--- src/rtl/sram_d_arbiter_if.sv ---
// OBI-style data-port bundle shared by both requesters and the SRAM side.
//
// master modport: the side that issues requests (drives req/addr/we/be/wdata,
//                 receives gnt/rvalid/rdata/err).
// slave modport : the side that accepts requests (mirror of master).
//
// Signals:
//   req    request valid, held until gnt
//   gnt    request accepted this cycle
//   addr   byte address
//   we     write enable
//   be     byte enables
//   wdata  write data
//   rvalid response valid
//   rdata  read data
//   err    response error, qualified by rvalid
interface sram_d_arbiter_if;
  logic        req;
  logic        gnt;
  logic [31:0] addr;
  logic        we;
  logic [3:0]  be;
  logic [31:0] wdata;
  logic        rvalid;
  logic [31:0] rdata;
  logic        err;

  modport master (
    output req, addr, we, be, wdata,
    input  gnt, rvalid, rdata, err
  );

  modport slave (
    input  req, addr, we, be, wdata,
    output gnt, rvalid, rdata, err
  );
endinterface

--- src/rtl/sram_d_arbiter.sv ---
// Two-master round-robin arbiter for the SRAM data-side OBI port.
// m0 is the core LSU, m1 the host/debug bridge. At most one request per cycle is forwarded to the
// SRAM; responses return in order and are routed by an ID FIFO. Requests outside
// [SRAM_BASE_ADDR, SRAM_END_ADDR) are answered locally with an error one cycle after acceptance.
//
// Ports:
//   clk_i      clock, all state on the rising edge
//   rst_i      asynchronous active-high reset; all outputs are 0 while asserted
//   m0_bus     master 0 request/response (slave side of the bundle)
//   m1_bus     master 1 request/response (slave side of the bundle)
//   s_bus      SRAM data port (master side of the bundle); s_bus.err is not used
//   illegal_o  one-cycle pulse when an out-of-range request is accepted
module sram_d_arbiter #(
  parameter logic [31:0] SRAM_BASE_ADDR  = 32'h8000_0000,
  parameter logic [31:0] SRAM_END_ADDR   = 32'h8000_C000,
  parameter int unsigned MAX_OUTSTANDING = 2
) (
  input  logic             clk_i,
  input  logic             rst_i,
  sram_d_arbiter_if.slave  m0_bus,
  sram_d_arbiter_if.slave  m1_bus,
  sram_d_arbiter_if.master s_bus,
  output logic             illegal_o
);

  localparam int unsigned PtrW = (MAX_OUTSTANDING > 1) ? $clog2(MAX_OUTSTANDING) : 1;
  localparam int unsigned CntW = $clog2(MAX_OUTSTANDING + 1);
  localparam logic [CntW-1:0] FullCnt = CntW'(MAX_OUTSTANDING);
  localparam logic [PtrW-1:0] LastPtr = PtrW'(MAX_OUTSTANDING - 1);

  // StErrResp is the single cycle in which a local error response is returned.
  typedef enum logic [0:0] {StIdle, StErrResp} state_e;

  state_e state_q, state_d;

  logic [MAX_OUTSTANDING-1:0] id_mem_q;
  logic [PtrW-1:0]            wr_ptr_q, wr_ptr_d;
  logic [PtrW-1:0]            rd_ptr_q, rd_ptr_d;
  logic [CntW-1:0]            cnt_q, cnt_d;
  logic                       last_win_q, last_win_d;
  logic                       err_id_q, err_id_d;

  logic        fifo_full, fifo_empty, err_pend;
  logic        elig0, elig1, any_elig;
  logic        win_id;
  logic [31:0] win_addr, win_wdata;
  logic        win_we;
  logic [3:0]  win_be;
  logic        win_illegal;
  logic        fwd, accept_illegal, push, pop, win_gnt;
  logic        head_id;
  logic        unused_s_err;

  assign unused_s_err = s_bus.err;

  // --------------------------------------------------------------------------
  // Arbitration
  // --------------------------------------------------------------------------
  assign fifo_full  = (cnt_q == FullCnt);
  assign fifo_empty = (cnt_q == '0);
  assign err_pend   = (state_q == StErrResp);

  // A full FIFO blocks grants even when a pop happens in the same cycle.
  assign elig0    = m0_bus.req & ~fifo_full & ~err_pend & ~rst_i;
  assign elig1    = m1_bus.req & ~fifo_full & ~err_pend & ~rst_i;
  assign any_elig = elig0 | elig1;

  // On a tie the master that did not win last time goes next.
  assign win_id = (elig0 & elig1) ? ~last_win_q : elig1;

  assign win_addr  = win_id ? m1_bus.addr  : m0_bus.addr;
  assign win_we    = win_id ? m1_bus.we    : m0_bus.we;
  assign win_be    = win_id ? m1_bus.be    : m0_bus.be;
  assign win_wdata = win_id ? m1_bus.wdata : m0_bus.wdata;

  assign win_illegal = (win_addr < SRAM_BASE_ADDR) | (win_addr >= SRAM_END_ADDR);

  assign fwd = any_elig & ~win_illegal;
  // Illegal requests wait for the FIFO to drain so the error reply stays in order.
  assign accept_illegal = any_elig & win_illegal & fifo_empty;
  assign push    = fwd & s_bus.gnt;
  assign win_gnt = push | accept_illegal;

  // Stray responses with nothing outstanding are dropped here.
  assign pop     = s_bus.rvalid & ~fifo_empty;
  assign head_id = id_mem_q[rd_ptr_q];

  // --------------------------------------------------------------------------
  // Error-response FSM: state register
  // --------------------------------------------------------------------------
  always_ff @(posedge clk_i or posedge rst_i) begin
    if (rst_i) begin
      state_q <= StIdle;
    end else begin
      state_q <= state_d;
    end
  end

  // Error-response FSM: next state
  always_comb begin
    state_d = state_q;
    case (state_q)
      StIdle:    if (accept_illegal) state_d = StErrResp;
      StErrResp: state_d = StIdle;
      default:   state_d = StIdle;
    endcase
  end

  // Error-response FSM: outputs (request path, grants and response routing)
  always_comb begin
    s_bus.req   = fwd;
    s_bus.addr  = fwd ? win_addr  : '0;
    s_bus.we    = fwd ? win_we    : 1'b0;
    s_bus.be    = fwd ? win_be    : '0;
    s_bus.wdata = fwd ? win_wdata : '0;

    m0_bus.gnt = win_gnt & ~win_id;
    m1_bus.gnt = win_gnt & win_id;
    illegal_o  = accept_illegal;

    m0_bus.rvalid = 1'b0;
    m0_bus.rdata  = '0;
    m0_bus.err    = 1'b0;
    m1_bus.rvalid = 1'b0;
    m1_bus.rdata  = '0;
    m1_bus.err    = 1'b0;

    case (state_q)
      StErrResp: begin
        // FIFO is necessarily empty here, so no SRAM response can collide.
        if (err_id_q) begin
          m1_bus.rvalid = 1'b1;
          m1_bus.err    = 1'b1;
        end else begin
          m0_bus.rvalid = 1'b1;
          m0_bus.err    = 1'b1;
        end
      end
      default: begin
        if (pop) begin
          if (head_id) begin
            m1_bus.rvalid = 1'b1;
            m1_bus.rdata  = s_bus.rdata;
          end else begin
            m0_bus.rvalid = 1'b1;
            m0_bus.rdata  = s_bus.rdata;
          end
        end
      end
    endcase
  end

  // --------------------------------------------------------------------------
  // ID FIFO and arbitration history
  // --------------------------------------------------------------------------
  always_comb begin
    wr_ptr_d   = wr_ptr_q;
    rd_ptr_d   = rd_ptr_q;
    last_win_d = last_win_q;
    err_id_d   = err_id_q;

    if (push) begin
      wr_ptr_d = (wr_ptr_q == LastPtr) ? '0 : wr_ptr_q + 1'b1;
    end
    if (pop) begin
      rd_ptr_d = (rd_ptr_q == LastPtr) ? '0 : rd_ptr_q + 1'b1;
    end
    cnt_d = cnt_q + CntW'(push) - CntW'(pop);

    if (win_gnt) begin
      last_win_d = win_id;
    end
    if (accept_illegal) begin
      err_id_d = win_id;
    end
  end

  always_ff @(posedge clk_i or posedge rst_i) begin
    if (rst_i) begin
      id_mem_q   <= '0;
      wr_ptr_q   <= '0;
      rd_ptr_q   <= '0;
      cnt_q      <= '0;
      last_win_q <= 1'b1;
      err_id_q   <= 1'b0;
    end else begin
      if (push) begin
        id_mem_q[wr_ptr_q] <= win_id;
      end
      wr_ptr_q   <= wr_ptr_d;
      rd_ptr_q   <= rd_ptr_d;
      cnt_q      <= cnt_d;
      last_win_q <= last_win_d;
      err_id_q   <= err_id_d;
    end
  end

endmodule

--- src/flat_wrapper.sv ---
// flat-port wrapper written by rule: the top's interface ports become plain ports
module sram_d_arbiter_flat 
#(
  parameter logic [31:0] SRAM_BASE_ADDR  = 32'h8000_0000,
  parameter logic [31:0] SRAM_END_ADDR   = 32'h8000_C000,
  parameter int unsigned MAX_OUTSTANDING = 2
)
  (clk_i, rst_i, illegal_o, m0_bus_req, m0_bus_addr, m0_bus_we, m0_bus_be, m0_bus_wdata, m0_bus_gnt, m0_bus_rvalid, m0_bus_rdata, m0_bus_err, m1_bus_req, m1_bus_addr, m1_bus_we, m1_bus_be, m1_bus_wdata, m1_bus_gnt, m1_bus_rvalid, m1_bus_rdata, m1_bus_err, s_bus_req, s_bus_addr, s_bus_we, s_bus_be, s_bus_wdata, s_bus_gnt, s_bus_rvalid, s_bus_rdata, s_bus_err);
  sram_d_arbiter_if m0_bus_i ();
  sram_d_arbiter_if m1_bus_i ();
  sram_d_arbiter_if s_bus_i ();
  input  logic clk_i;
  input  logic rst_i;
  output logic illegal_o;
  input wire logic [$bits(m0_bus_i.req)-1:0] m0_bus_req;
  input wire logic [$bits(m0_bus_i.addr)-1:0] m0_bus_addr;
  input wire logic [$bits(m0_bus_i.we)-1:0] m0_bus_we;
  input wire logic [$bits(m0_bus_i.be)-1:0] m0_bus_be;
  input wire logic [$bits(m0_bus_i.wdata)-1:0] m0_bus_wdata;
  output wire logic [$bits(m0_bus_i.gnt)-1:0] m0_bus_gnt;
  output wire logic [$bits(m0_bus_i.rvalid)-1:0] m0_bus_rvalid;
  output wire logic [$bits(m0_bus_i.rdata)-1:0] m0_bus_rdata;
  output wire logic [$bits(m0_bus_i.err)-1:0] m0_bus_err;
  input wire logic [$bits(m1_bus_i.req)-1:0] m1_bus_req;
  input wire logic [$bits(m1_bus_i.addr)-1:0] m1_bus_addr;
  input wire logic [$bits(m1_bus_i.we)-1:0] m1_bus_we;
  input wire logic [$bits(m1_bus_i.be)-1:0] m1_bus_be;
  input wire logic [$bits(m1_bus_i.wdata)-1:0] m1_bus_wdata;
  output wire logic [$bits(m1_bus_i.gnt)-1:0] m1_bus_gnt;
  output wire logic [$bits(m1_bus_i.rvalid)-1:0] m1_bus_rvalid;
  output wire logic [$bits(m1_bus_i.rdata)-1:0] m1_bus_rdata;
  output wire logic [$bits(m1_bus_i.err)-1:0] m1_bus_err;
  output wire logic [$bits(s_bus_i.req)-1:0] s_bus_req;
  output wire logic [$bits(s_bus_i.addr)-1:0] s_bus_addr;
  output wire logic [$bits(s_bus_i.we)-1:0] s_bus_we;
  output wire logic [$bits(s_bus_i.be)-1:0] s_bus_be;
  output wire logic [$bits(s_bus_i.wdata)-1:0] s_bus_wdata;
  input wire logic [$bits(s_bus_i.gnt)-1:0] s_bus_gnt;
  input wire logic [$bits(s_bus_i.rvalid)-1:0] s_bus_rvalid;
  input wire logic [$bits(s_bus_i.rdata)-1:0] s_bus_rdata;
  input wire logic [$bits(s_bus_i.err)-1:0] s_bus_err;
  assign m0_bus_i.req = m0_bus_req;
  assign m0_bus_i.addr = m0_bus_addr;
  assign m0_bus_i.we = m0_bus_we;
  assign m0_bus_i.be = m0_bus_be;
  assign m0_bus_i.wdata = m0_bus_wdata;
  assign m0_bus_gnt = m0_bus_i.gnt;
  assign m0_bus_rvalid = m0_bus_i.rvalid;
  assign m0_bus_rdata = m0_bus_i.rdata;
  assign m0_bus_err = m0_bus_i.err;
  assign m1_bus_i.req = m1_bus_req;
  assign m1_bus_i.addr = m1_bus_addr;
  assign m1_bus_i.we = m1_bus_we;
  assign m1_bus_i.be = m1_bus_be;
  assign m1_bus_i.wdata = m1_bus_wdata;
  assign m1_bus_gnt = m1_bus_i.gnt;
  assign m1_bus_rvalid = m1_bus_i.rvalid;
  assign m1_bus_rdata = m1_bus_i.rdata;
  assign m1_bus_err = m1_bus_i.err;
  assign s_bus_req = s_bus_i.req;
  assign s_bus_addr = s_bus_i.addr;
  assign s_bus_we = s_bus_i.we;
  assign s_bus_be = s_bus_i.be;
  assign s_bus_wdata = s_bus_i.wdata;
  assign s_bus_i.gnt = s_bus_gnt;
  assign s_bus_i.rvalid = s_bus_rvalid;
  assign s_bus_i.rdata = s_bus_rdata;
  assign s_bus_i.err = s_bus_err;
  sram_d_arbiter #(.SRAM_BASE_ADDR(SRAM_BASE_ADDR), .SRAM_END_ADDR(SRAM_END_ADDR), .MAX_OUTSTANDING(MAX_OUTSTANDING)) u_core (.clk_i(clk_i), .rst_i(rst_i), .m0_bus(m0_bus_i), .m1_bus(m1_bus_i), .s_bus(s_bus_i), .illegal_o(illegal_o));
endmodule
--- config.mk ---
export PLATFORM = sky130hd
export DESIGN_NAME = sram_d_arbiter_flat
export DESIGN_NICKNAME = d
export VERILOG_FILES = /design/src/rtl/sram_d_arbiter_if.sv /design/src/rtl/sram_d_arbiter.sv /design/src/flat_wrapper.sv
export SDC_FILE = /design/constraint.sdc
export NUM_CORES = 1
export LEC_CHECK = 0
export ABC_AREA = 1
export ABC_CLOCK_PERIOD_IN_PS = 4350
export BUFFER_PORTS_ARGS = -buffer_cell sky130_fd_sc_hd__buf_2
export CORE_AREA = 2 2 123 125
export DETAILED_ROUTE_END_ITERATION = 16
export DIE_AREA = 0 0 125 127
export PLACE_DENSITY = 0.45
export SLEW_MARGIN = 20
export SYNTH_ARGS = -nofsm -noshare
export SYNTH_HDL_FRONTEND = slang
export SYNTH_SLANG_ARGS = --single-unit
--- constraint.sdc ---
create_clock -name clk_i -period 4.35 [get_ports clk_i]
set_input_delay 0.87 -clock clk_i [delete_from_list [all_inputs] [get_ports clk_i]]
set_output_delay 0.87 -clock clk_i [all_outputs]
set_load 0.01 [all_outputs]
==> results.yml, run 1 <==
floorplanning:
  start_util: 0.171
  die_area_sq_um: 15900
  die_x_microns: 125
  io_pins: 318
  core_sq_um: 14400
  die_h_microns: 127
  rows: 44
power_and_ir_drop:
  switchingPower_uw: 568
  total_power_uw: 1090
  ir_drop_mv: 0.141
  clockPowerShare: 0.150
  combPwrFrac: 0.731
  power_frac_seq: 0.119
  p_leak_uw: 0.00276
  sw_frac_of_total: 0.523
  p_per_area_nw_per_um2: 262
  internal_power_uw: 518
clocking:
  cts_buffer_depth: 2
  htreeDepth: 1
  clk_latency_ns: 0.24
  cts_tree: "done"
  clkTransAtPathRegs_ns: 0.04
  hold_buffers: 0
  clock_sinks: 9
  numCtsBuffers: 3
  root_buffer: "clkbuf_16"
layout:
  fill_cells: 1741
  final_area_sq_um: 4140
  areaGrowthSynthToFinish_pct: 68.5
  nets: 924
  diodes: 0
  drive_above_1_share: 0.511
yosys:
  synth_top_area_cell: "nand2_1"
  syn-cell-area_sq_um: 2460
  yosysSeqAreaShare: 0.0921
  avgSynthCellArea_sq_um: 5.37
  synth.top_cell.area_share: 0.249
  synth.distinct_cells: 28
  ys_top_cells_by_area: "nand2_1, a21oi_2, nor2_1"
  synth_seq_cells: 9
  postSynthCellCount: 458
  ys_warn_count: 0
setup_path:
  cp.required_ns: 3.48
  worstSetupEndpointType: "output pin"
  crit_chain: "buf_2, inv_1, nand2_2, nor2_8, nand2_8, o21ai_1, nand2_1, nor2_1, nand3_2, nor2_2, nand2_4, buf_4, a21oi_2, buf_2"
  cpMostUsedCell: "buf_2"
  crit_fanout: 35
  critPathKind: "input pin to output pin"
  critPathSlowestCell: "buf_4"
  timing.critical_path.from_type: "input pin"
  worstPathArrival_ns: 3.12
  slowest_delay_ns: 0.29
timing:
  hold_viol_final: 0
  fin_crit_ns: 3.99
  fin_ws_ns: 0.364
  fin_skew_ns: 0.00306
  post-route-period-util: 0.916
  slew_headroom: 0.648
  rsz0062_at_grt: "false"
  fmaxAchievable_mhz: 251
  tightest_slew_ns: 0.528
  slew_violations: 0
  fin_tns_setup_ns: 0
  setup_viol: 0
grt:
  track_usage: 0.125
  grt_overflow_total: 0
  grt_pass1_vias: 3287
  grt_pass1_wl_microns: 16500
  grt_antenna_before_repair: 0
  grt_max_degree: 52
routing:
  via_count: 3590
  final_antenna_net_count: 0
  dr.pass1.iters: 4
  viasPerCell: 3.86
  drt-wirelength-per-cell_microns: 11.9
  drt_iter0_drc: 93
  drc: 0
  drt-total-wl_microns: 11000
placement:
  port_buffers: 301
  dp_slack_ns: 0.232
  hpwl_microns: 9510
  place.gp.congestion: 0.762
  placed_area_sq_um: 4060
outcome:
  outcome: "complete, no violations"
hold_path:
  hold_path_class: "register to register"
flow_run:
  max_cap_violations: 0
==> state kept, by name (all words and copies together), names as in the netlist <==
register	flops
u_core.err_pend	1
u_core.rd_ptr_q	1
u_core.wr_ptr_q	1
u_core.err_id_q	1
u_core.cnt_q	2
u_core.id_mem_q	2
u_core.last_win_q	1
==> worst max-delay path, delay by kind of cell <==
family                 cells  cell delay [ns]
and+or+nand+nor            8             1.32
buffers and inverters      4             0.61
AOI/OAI and AO/OA          2             0.30
==> worst paths after layout <==
| check | startpoint | endpoint | slack [ns] | cells past startpoint |
|---|---|---|---|---|
| hold reg to reg | u_core.id_mem_q[0] | u_core.id_mem_q[0] | 0.49 | 2 |
| max in group asynchronous | rst_i | u_core.last_win_q | 3.48 | 3 |
| setup reg to reg | u_core.err_pend | u_core.id_mem_q[0] | 1.62 | 14 |
| hold / removal | u_core.id_mem_q[0] | u_core.id_mem_q[0] | 0.49 | 2 |
| min in group asynchronous | rst_i | u_core.wr_ptr_q | 0.66 | 3 |
| setup / recovery | rst_i | s_bus_wdata[1] | 0.36 | 14 |
==> area by class of cell <==
| cell class | count | area [sq um] | share of cell area |
|---|---|---|---|
| multi-input combinational | 351 | 1750 | 0.423 |
| timing repair buffer | 311 | 1590 | 0.385 |
| inverter | 70 | 263 | 0.0634 |
| tap | 184 | 230 | 0.0556 |
| sequential | 9 | 226 | 0.0546 |
| clock buffer | 4 | 78.8 | 0.0190 |
==> cells in the final DEF (no fill, tap or decap), types with 2 or more instances in the layout <==
cell type  netlist  layout
a21oi_1          3       3
a21oi_2         48      48
buf_2            2     301
buf_4           18       9
clkbuf_16        0       3
conb_1           1      15
dfrtp_1          8       8
inv_1           67      67
inv_2            3       3
nand2_1        163     163
nand2_2          2       2
nand2_4          4       3
nand3_1          8       8
nand3_2          3       3
nand3b_1        10      10
nand4_1          4       4
nor2_1          74      74
nor2_2           3       3
o21ai_0          2       2
o21ai_1          5       5
xor2_1           2       2
==> synth_stat cells (all sizes together) <==
library cell and n:
dfrtp 8, buf 27, inv 70, nand2 169, ha 1, nor2 78, xor2 2, nand3 11
nand3b 10, dfstp 1, nor3 2, conb 1, a21oi 51, o21ai 8, nand4 4, clkbuf 15
==> per-stage QoR <==
stage	instances	hold slack, ns	utilization
floorplan	472	0.449	-
global placement	925	0.487	0.281
detailed placement	925	0.486	0.281
CTS	929	0.494	0.287
global route	929	0.537	0.287
finish	929	0.490	0.287
==> power groups by stage <==
stage | Sequential [uW] | Combinational, uW | Clock, uW
6_report | 129 | 793 | 163
4_1_cts | 130 | 806 | 166
3_3_place_gp | 131 | 809 | 0
2_1_floorplan | 128 | 525 | 0
5_1_grt | 132 | 897 | 171
3_5_place_dp | 131 | 803 | 0
==> cell families after synthesis <==
group	Yosys count	synth area share
adder cells (fa/ha/maj)	1	0.00509
buffers and inverters	112	0.221
AO/OA/AOI/OAI	59	0.195
XOR/XNOR	2	0.00712
AND/OR/NAND/NOR	274	0.479
flip-flops	9	0.0921
other	1	0.00152
==> layer usage <==
| metal | wire [microns] | global-route usage | vias up |
|---|---|---|---|
| li1 | - | - | 1914 |
| met1 | 4240 | 0.139 | 1494 |
| met2 | 5710 | 0.236 | 173 |
| met3 | 990 | 0.0389 | 9 |
| met4 | 86 | 0.0196 | 0 |
| met5 | 0 | 0 | - |
==> timing repair <==
action / in CTS / in global routing
resized for setup: 0 / 1
endpoints found under the setup margin: 0 / 15
setup buffers: 0 / 0
(Power assumes the default switching activity.)
==> inputs of run 2 (changes only) <==
--- a/config.mk
+++ b/config.mk
@@ -6,13 +6,13 @@
 export NUM_CORES = 1
 export LEC_CHECK = 0
 export ABC_AREA = 1
-export ABC_CLOCK_PERIOD_IN_PS = 4350
+export ABC_CLOCK_PERIOD_IN_PS = 5200
 export BUFFER_PORTS_ARGS = -buffer_cell sky130_fd_sc_hd__buf_2
 export CORE_AREA = 2 2 123 125
+export CTS_BUF_LIST = sky130_fd_sc_hd__clkbuf_4 sky130_fd_sc_hd__clkbuf_8 sky130_fd_sc_hd__clkbuf_16
 export DETAILED_ROUTE_END_ITERATION = 16
 export DIE_AREA = 0 0 125 127
 export PLACE_DENSITY = 0.45
-export SLEW_MARGIN = 20
 export SYNTH_ARGS = -nofsm -noshare
 export SYNTH_HDL_FRONTEND = slang
 export SYNTH_SLANG_ARGS = --single-unit
==> constraint.sdc (replaced) <==
create_clock -name clk_i -period 5.2 [get_ports clk_i]
set_input_delay 1.04 -clock clk_i [delete_from_list [all_inputs] [get_ports clk_i]]
set_output_delay 1.04 -clock clk_i [all_outputs]
set_load 0.01 [all_outputs]
==> results.yml, run 2 (synthesis results as in run 1) <==
placement:
  dp.cells: 923
  port_buffers: 301
  hpwl_microns: 9380
  placed_area_sq_um: 4030
  place.gp.congestion: 0.734
flow_run:
  max_cap_violations: 0
clocking:
  cts_setup_buffers: 0
  cts_tree: "done"
  clk_latency_ns: 0.23
  clock_sinks: 9
  post_cts_resized: 0
  numCtsBuffers: 3
  clkTransAtPathRegs_ns: 0.04
  cts_buffer_depth: 2
  hold_buffers: 0
  htreeDepth: 1
  root_buffer: "clkbuf_16"
timing:
  setup_viol: 0
  post-route-period-util: 0.881
  slew_headroom: 0.638
  rsz0062_at_grt: "false"
  hold_viol_final: 0
  tightest_slew_ns: 0.543
  holdWs_ns: 0.494
  fin_tns_setup_ns: 0
  fmaxAchievable_mhz: 218
  fin_crit_ns: 4.58
  slew_violations: 0
  fin_skew_ns: 0.00136
floorplanning:
  die_h_microns: 127
  io_pins: 318
  die_area_sq_um: 15900
  die_x_microns: 125
  start_util: 0.171
  core_sq_um: 14400
  rows: 44
grt:
  gr-max-usage-layer: "met2"
  met3_usage: 0.0276
  grt_pass1_vias: 3388
  track_usage: 0.125
  grt_pass1_wl_microns: 16600
  met1_usage: 0.141
  grt_antenna_before_repair: 1
  grt_max_degree: 55
  grt_overflow_total: 0
  grtUsageMet2: 0.249
power_and_ir_drop:
  total_power_uw: 902
  p_leak_uw: 0.00275
  p_per_area_nw_per_um2: 219
  ir_drop_mv: 0.126
layout:
  final_common_cell: "buf_2"
  final_area_sq_um: 4110
  biggestRegsByFlops: "u_core.cnt_q (2), u_core.id_mem_q (2)"
  areaGrowthSynthToFinish_pct: 67.1
  most-common-layout-cells: "buf_2, nand2_1, nor2_1, inv_1, a21oi_2"
  diodes: 0
  nets: 922
  drive_above_1_share: 0.511
  fill_cells: 1746
  instances_no_fill: 927
setup_path:
  worstPathArrival_ns: 3.54
  crit_fanout: 39
  worstSetupEndpointType: "output pin"
  cp.required_ns: 4.16
  timing.critical_path.from_type: "input pin"
  critPathKind: "input pin to output pin"
routing:
  via_count: 3567
  dr.pass1.iters: 4
  drc: 0
  drt_iter0_drc: 87
  viasPerCell: 3.85
  drt-total-wl_microns: 10900
  final_antenna_net_count: 0
  drt-wirelength-per-cell_microns: 11.8
outcome:
  outcome: "complete, no violations"
hold_path:
  hold_path_class: "register to register"
[run 2: changes by cell type in the layout (fill, tap and decap cells not counted), sizes merged]
cell / before / now
buf: 311 / 309
[run 2: critical path: stages]
cell and delay [ns]:
buf_2 0.10, inv_1 0.08, nand2_2 0.11, nor2_8 0.23, nand2_4 0.29, o21ai_1 0.23, nand2_1 0.07, nor2_1 0.13
nand3_2 0.15, nor2_2 0.18, nand2_4 0.29, buf_4 0.32, a21oi_1 0.14, buf_2 0.16
[run 2: power breakdown]
group	internal (uW)	switching (uW)	total [uW]	leakage, uW
sequential	92.5	15.9	108	0.000109
clock	108	32.4	140	0.0000416
combinational	231	422	653	0.00260
total	431	471	902	0.00275
[run 2: worst paths after layout]
check / from / to / slack, ns / cells after the start
setup / recovery: rst_i / s_bus_we / 0.62 / 14
max in group asynchronous: rst_i / u_core.last_win_q / 4.15 / 3
setup reg to reg: u_core.last_win_q / u_core.id_mem_q[0] / 2.45 / 12
min in group asynchronous: rst_i / u_core.cnt_q[0] / 0.84 / 3
hold reg to reg: u_core.last_win_q / u_core.last_win_q / 0.49 / 2
hold / removal: u_core.last_win_q / u_core.last_win_q / 0.49 / 2
[run 2: layer usage]
metal / share of wire / routed length, microns / vias up
li1: - / - / 1912
met1: 0.39 / 4280 / 1494
met2: 0.53 / 5780 / 155
met3: 0.077 / 842 / 4
met4: 0.0017 / 19 / 2
met5: 0.0012 / 13 / -
[run 2: metrics by stage]
step | setup slack (ns) | util
2_1_floorplan | 1.36 | -
3_3_place_gp | 0.509 | 0.279
4_1_cts | 0.501 | 0.285
6_report | 0.621 | 0.285
5_1_grt | 0.262 | 0.285
3_5_place_dp | 0.503 | 0.279
[run 2: cell type report]
cell class,instances,area [sq um],area share
Sequential cell,9,226,0.0551
Timing Repair Buffer,309,1570,0.381
Tap cell,184,230,0.0560
Inverter,70,263,0.0639
Clock buffer,4,82.6,0.0201
Multi-Input combinational cell,351,1740,0.424
==> inputs of run 3 (changes only) <==
--- a/config.mk
+++ b/config.mk
@@ -5,14 +5,13 @@
 export SDC_FILE = /design/constraint.sdc
 export NUM_CORES = 1
 export LEC_CHECK = 0
-export ABC_AREA = 1
 export ABC_CLOCK_PERIOD_IN_PS = 5200
 export BUFFER_PORTS_ARGS = -buffer_cell sky130_fd_sc_hd__buf_2
 export CORE_AREA = 2 2 123 125
 export CTS_BUF_LIST = sky130_fd_sc_hd__clkbuf_4 sky130_fd_sc_hd__clkbuf_8 sky130_fd_sc_hd__clkbuf_16
 export DETAILED_ROUTE_END_ITERATION = 16
 export DIE_AREA = 0 0 125 127
-export PLACE_DENSITY = 0.45
+export PLACE_DENSITY = 0.41
 export SYNTH_ARGS = -nofsm -noshare
 export SYNTH_HDL_FRONTEND = slang
 export SYNTH_SLANG_ARGS = --single-unit
==> results.yml, run 3 <==
outcome:
  outcome: "complete, no violations"
setup_path:
  timing.critical_path.from_type: "input pin"
  cp.required_ns: 4.16
  critPathSlowestCell: "o21ai_4"
  critPathKind: "input pin to output pin"
  crit_fanout: 59
  worstSetupEndpointType: "output pin"
  r2r_cells: 7
  crit_chain: "buf_2, a21boi_2, nand3_2, buf_4, nor3_1, o21ai_4, buf_4, a21oi_1, buf_2"
  slowest_delay_ns: 0.57
  worstPathArrival_ns: 3.39
routing:
  drt-total-wl_microns: 10700
  drt_iter0_drc: 97
  viasPerCell: 4.01
  dr.pass1.iters: 4
  drt-wirelength-per-cell_microns: 13.3
  via_count: 3228
  final_antenna_net_count: 0
  drc: 0
floorplanning:
  die_h_microns: 127
  rows: 44
  io_pins: 318
  die_area_sq_um: 15900
  core_sq_um: 14400
  die_x_microns: 125
  start_util: 0.134
clocking:
  hold_buffers: 0
  cts_setup_buffers: 0
  clock_sinks: 9
  cts_buffer_depth: 2
  root_buffer: "clkbuf_16"
  cts_tree: "done"
  post_cts_resized: 0
  numCtsBuffers: 3
  htreeDepth: 1
  clk_latency_ns: 0.23
  clkTransAtPathRegs_ns: 0.04
layout:
  final_area_sq_um: 3650
  most-common-layout-cells: "buf_2, nand2_1, and2_1, a21oi_1, conb_1"
  drive_above_1_share: 0.520
  biggestRegsByFlops: "u_core.cnt_q (2), u_core.id_mem_q (2)"
  areaGrowthSynthToFinish_pct: 89.2
  final_common_cell: "buf_2"
  nets: 800
  diodes: 0
timing:
  fin_tns_setup_ns: 0
  hold_viol_final: 0
  fin_skew_ns: 0.00118
  rsz0062_at_grt: "false"
  slew_headroom: 0.558
  slew_violations: 0
  tightest_slew_ns: 0.661
  post-route-period-util: 0.853
  holdWs_ns: 0.500
  setup_viol: 0
  fmaxAchievable_mhz: 226
  fin_crit_ns: 4.43
yosys:
  postSynthCellCount: 336
  synthFlopType: "dfrtp_1"
  synth.top_cell.area_share: 0.220
  synth_edf_count: 0
  synth_seq_cells: 9
  syn-cell-area_sq_um: 1930
  synth_top_area_cell: "and2_1"
  ys_top_cells_by_area: "and2_1, nand2_1, a21oi_1"
  synth-async-reset-ratio: 1.00
  ys_warn_count: 0
  avgSynthCellArea_sq_um: 5.74
  yosysSeqAreaShare: 0.117
  synthMostInstantiatedCell: "nand2_1"
  synth.distinct_cells: 36
  synth_common_cells: "nand2_1, and2_1, a21oi_1"
placement:
  placed_area_sq_um: 3570
  place.gp.congestion: 0.814
  hpwl_microns: 9180
  port_buffers: 301
grt:
  grt_pass1_vias: 3175
  grt_max_degree: 60
  grt_pass1_wl_microns: 16200
  grt_antenna_before_repair: 1
  track_usage: 0.126
  grt_overflow_total: 0
power_and_ir_drop:
  ir_drop_mv: 0.119
  total_power_uw: 697
  p_leak_uw: 0.00224
  p_per_area_nw_per_um2: 191
hold_path:
  hold_path_class: "register to register"
  worstHoldPathCells: 1
flow_run:
  max_cap_violations: 0
==> run 3: cell types whose count changed after synthesis, sizes merged, moves of 8 or more <==
cell,previous run,this run
and2,0,68
inv,70,6
nand2,169,111
nand3,11,3
nand3b,10,0
nor2,78,3
==> run 3: worst max-delay path, delay by kind of cell <==
kind	cells	cell delay, ns
AOI/OAI and AO/OA	3	0.83
buffers and inverters	4	1.24
and+or+nand+nor	2	0.26
==> run 3: cell families after synthesis <==
| kind of cell | count (synthesis) | synth area share |
|---|---|---|
| mux | 2 | 0.0110 |
| other cells | 1 | 0.00194 |
| xor+xnor | 5 | 0.0227 |
| flops | 9 | 0.117 |
| simple gates | 207 | 0.534 |
| buf+inv | 45 | 0.121 |
| compound gates | 66 | 0.186 |
| fa+ha+maj | 1 | 0.00648 |
==> run 3: worst paths after layout <==
path                                 start  slack [ns]                 to
setup / recovery                m1_bus_req        0.77    s_bus_wdata[28]
hold / removal             u_core.rd_ptr_q        0.50    u_core.rd_ptr_q
setup reg to reg           u_core.err_pend        2.67  u_core.last_win_q
hold reg to reg            u_core.rd_ptr_q        0.50    u_core.rd_ptr_q
max in group asynchronous            rst_i        4.10  u_core.last_win_q
min in group asynchronous            rst_i        0.79    u_core.err_pend
==> run 3: per-layer routing <==
layer / vias to the layer above / global-route usage / share of wire
met5: - / 0 / 0
met4: 0 / 0.0255 / 0.0085
met3: 6 / 0.0272 / 0.090
met2: 194 / 0.263 / 0.55
met1: 1403 / 0.125 / 0.35
li1: 1625 / - / -
==> run 3: power by group <==
part | internal [uW] | switching [uW] | total (uW) | leakage [uW]
sequential | 95.0 | 20.3 | 115 | 0.000113
clock | 108 | 34.2 | 142 | 0.0000416
combinational | 192 | 247 | 440 | 0.00209
total | 395 | 302 | 697 | 0.00224
==> run 3: area by class of cell <==
cell class | count | area [sq um]
timing repair buffer | 306 | 1540
inverter | 6 | 22.5
multi-input combinational | 296 | 1540
clock buffer | 4 | 82.6
tap | 184 | 230
fill | 1650 | 10800
sequential | 9 | 226
==> run 3: stage by stage <==
step	std cells	util	worst slack (ns)
finish	805	0.253	0.767
global route	805	0.253	0.527
CTS	805	0.253	0.679
detailed placement	801	0.247	0.689
floorplan	350	-	1.88
global placement	801	0.247	0.778
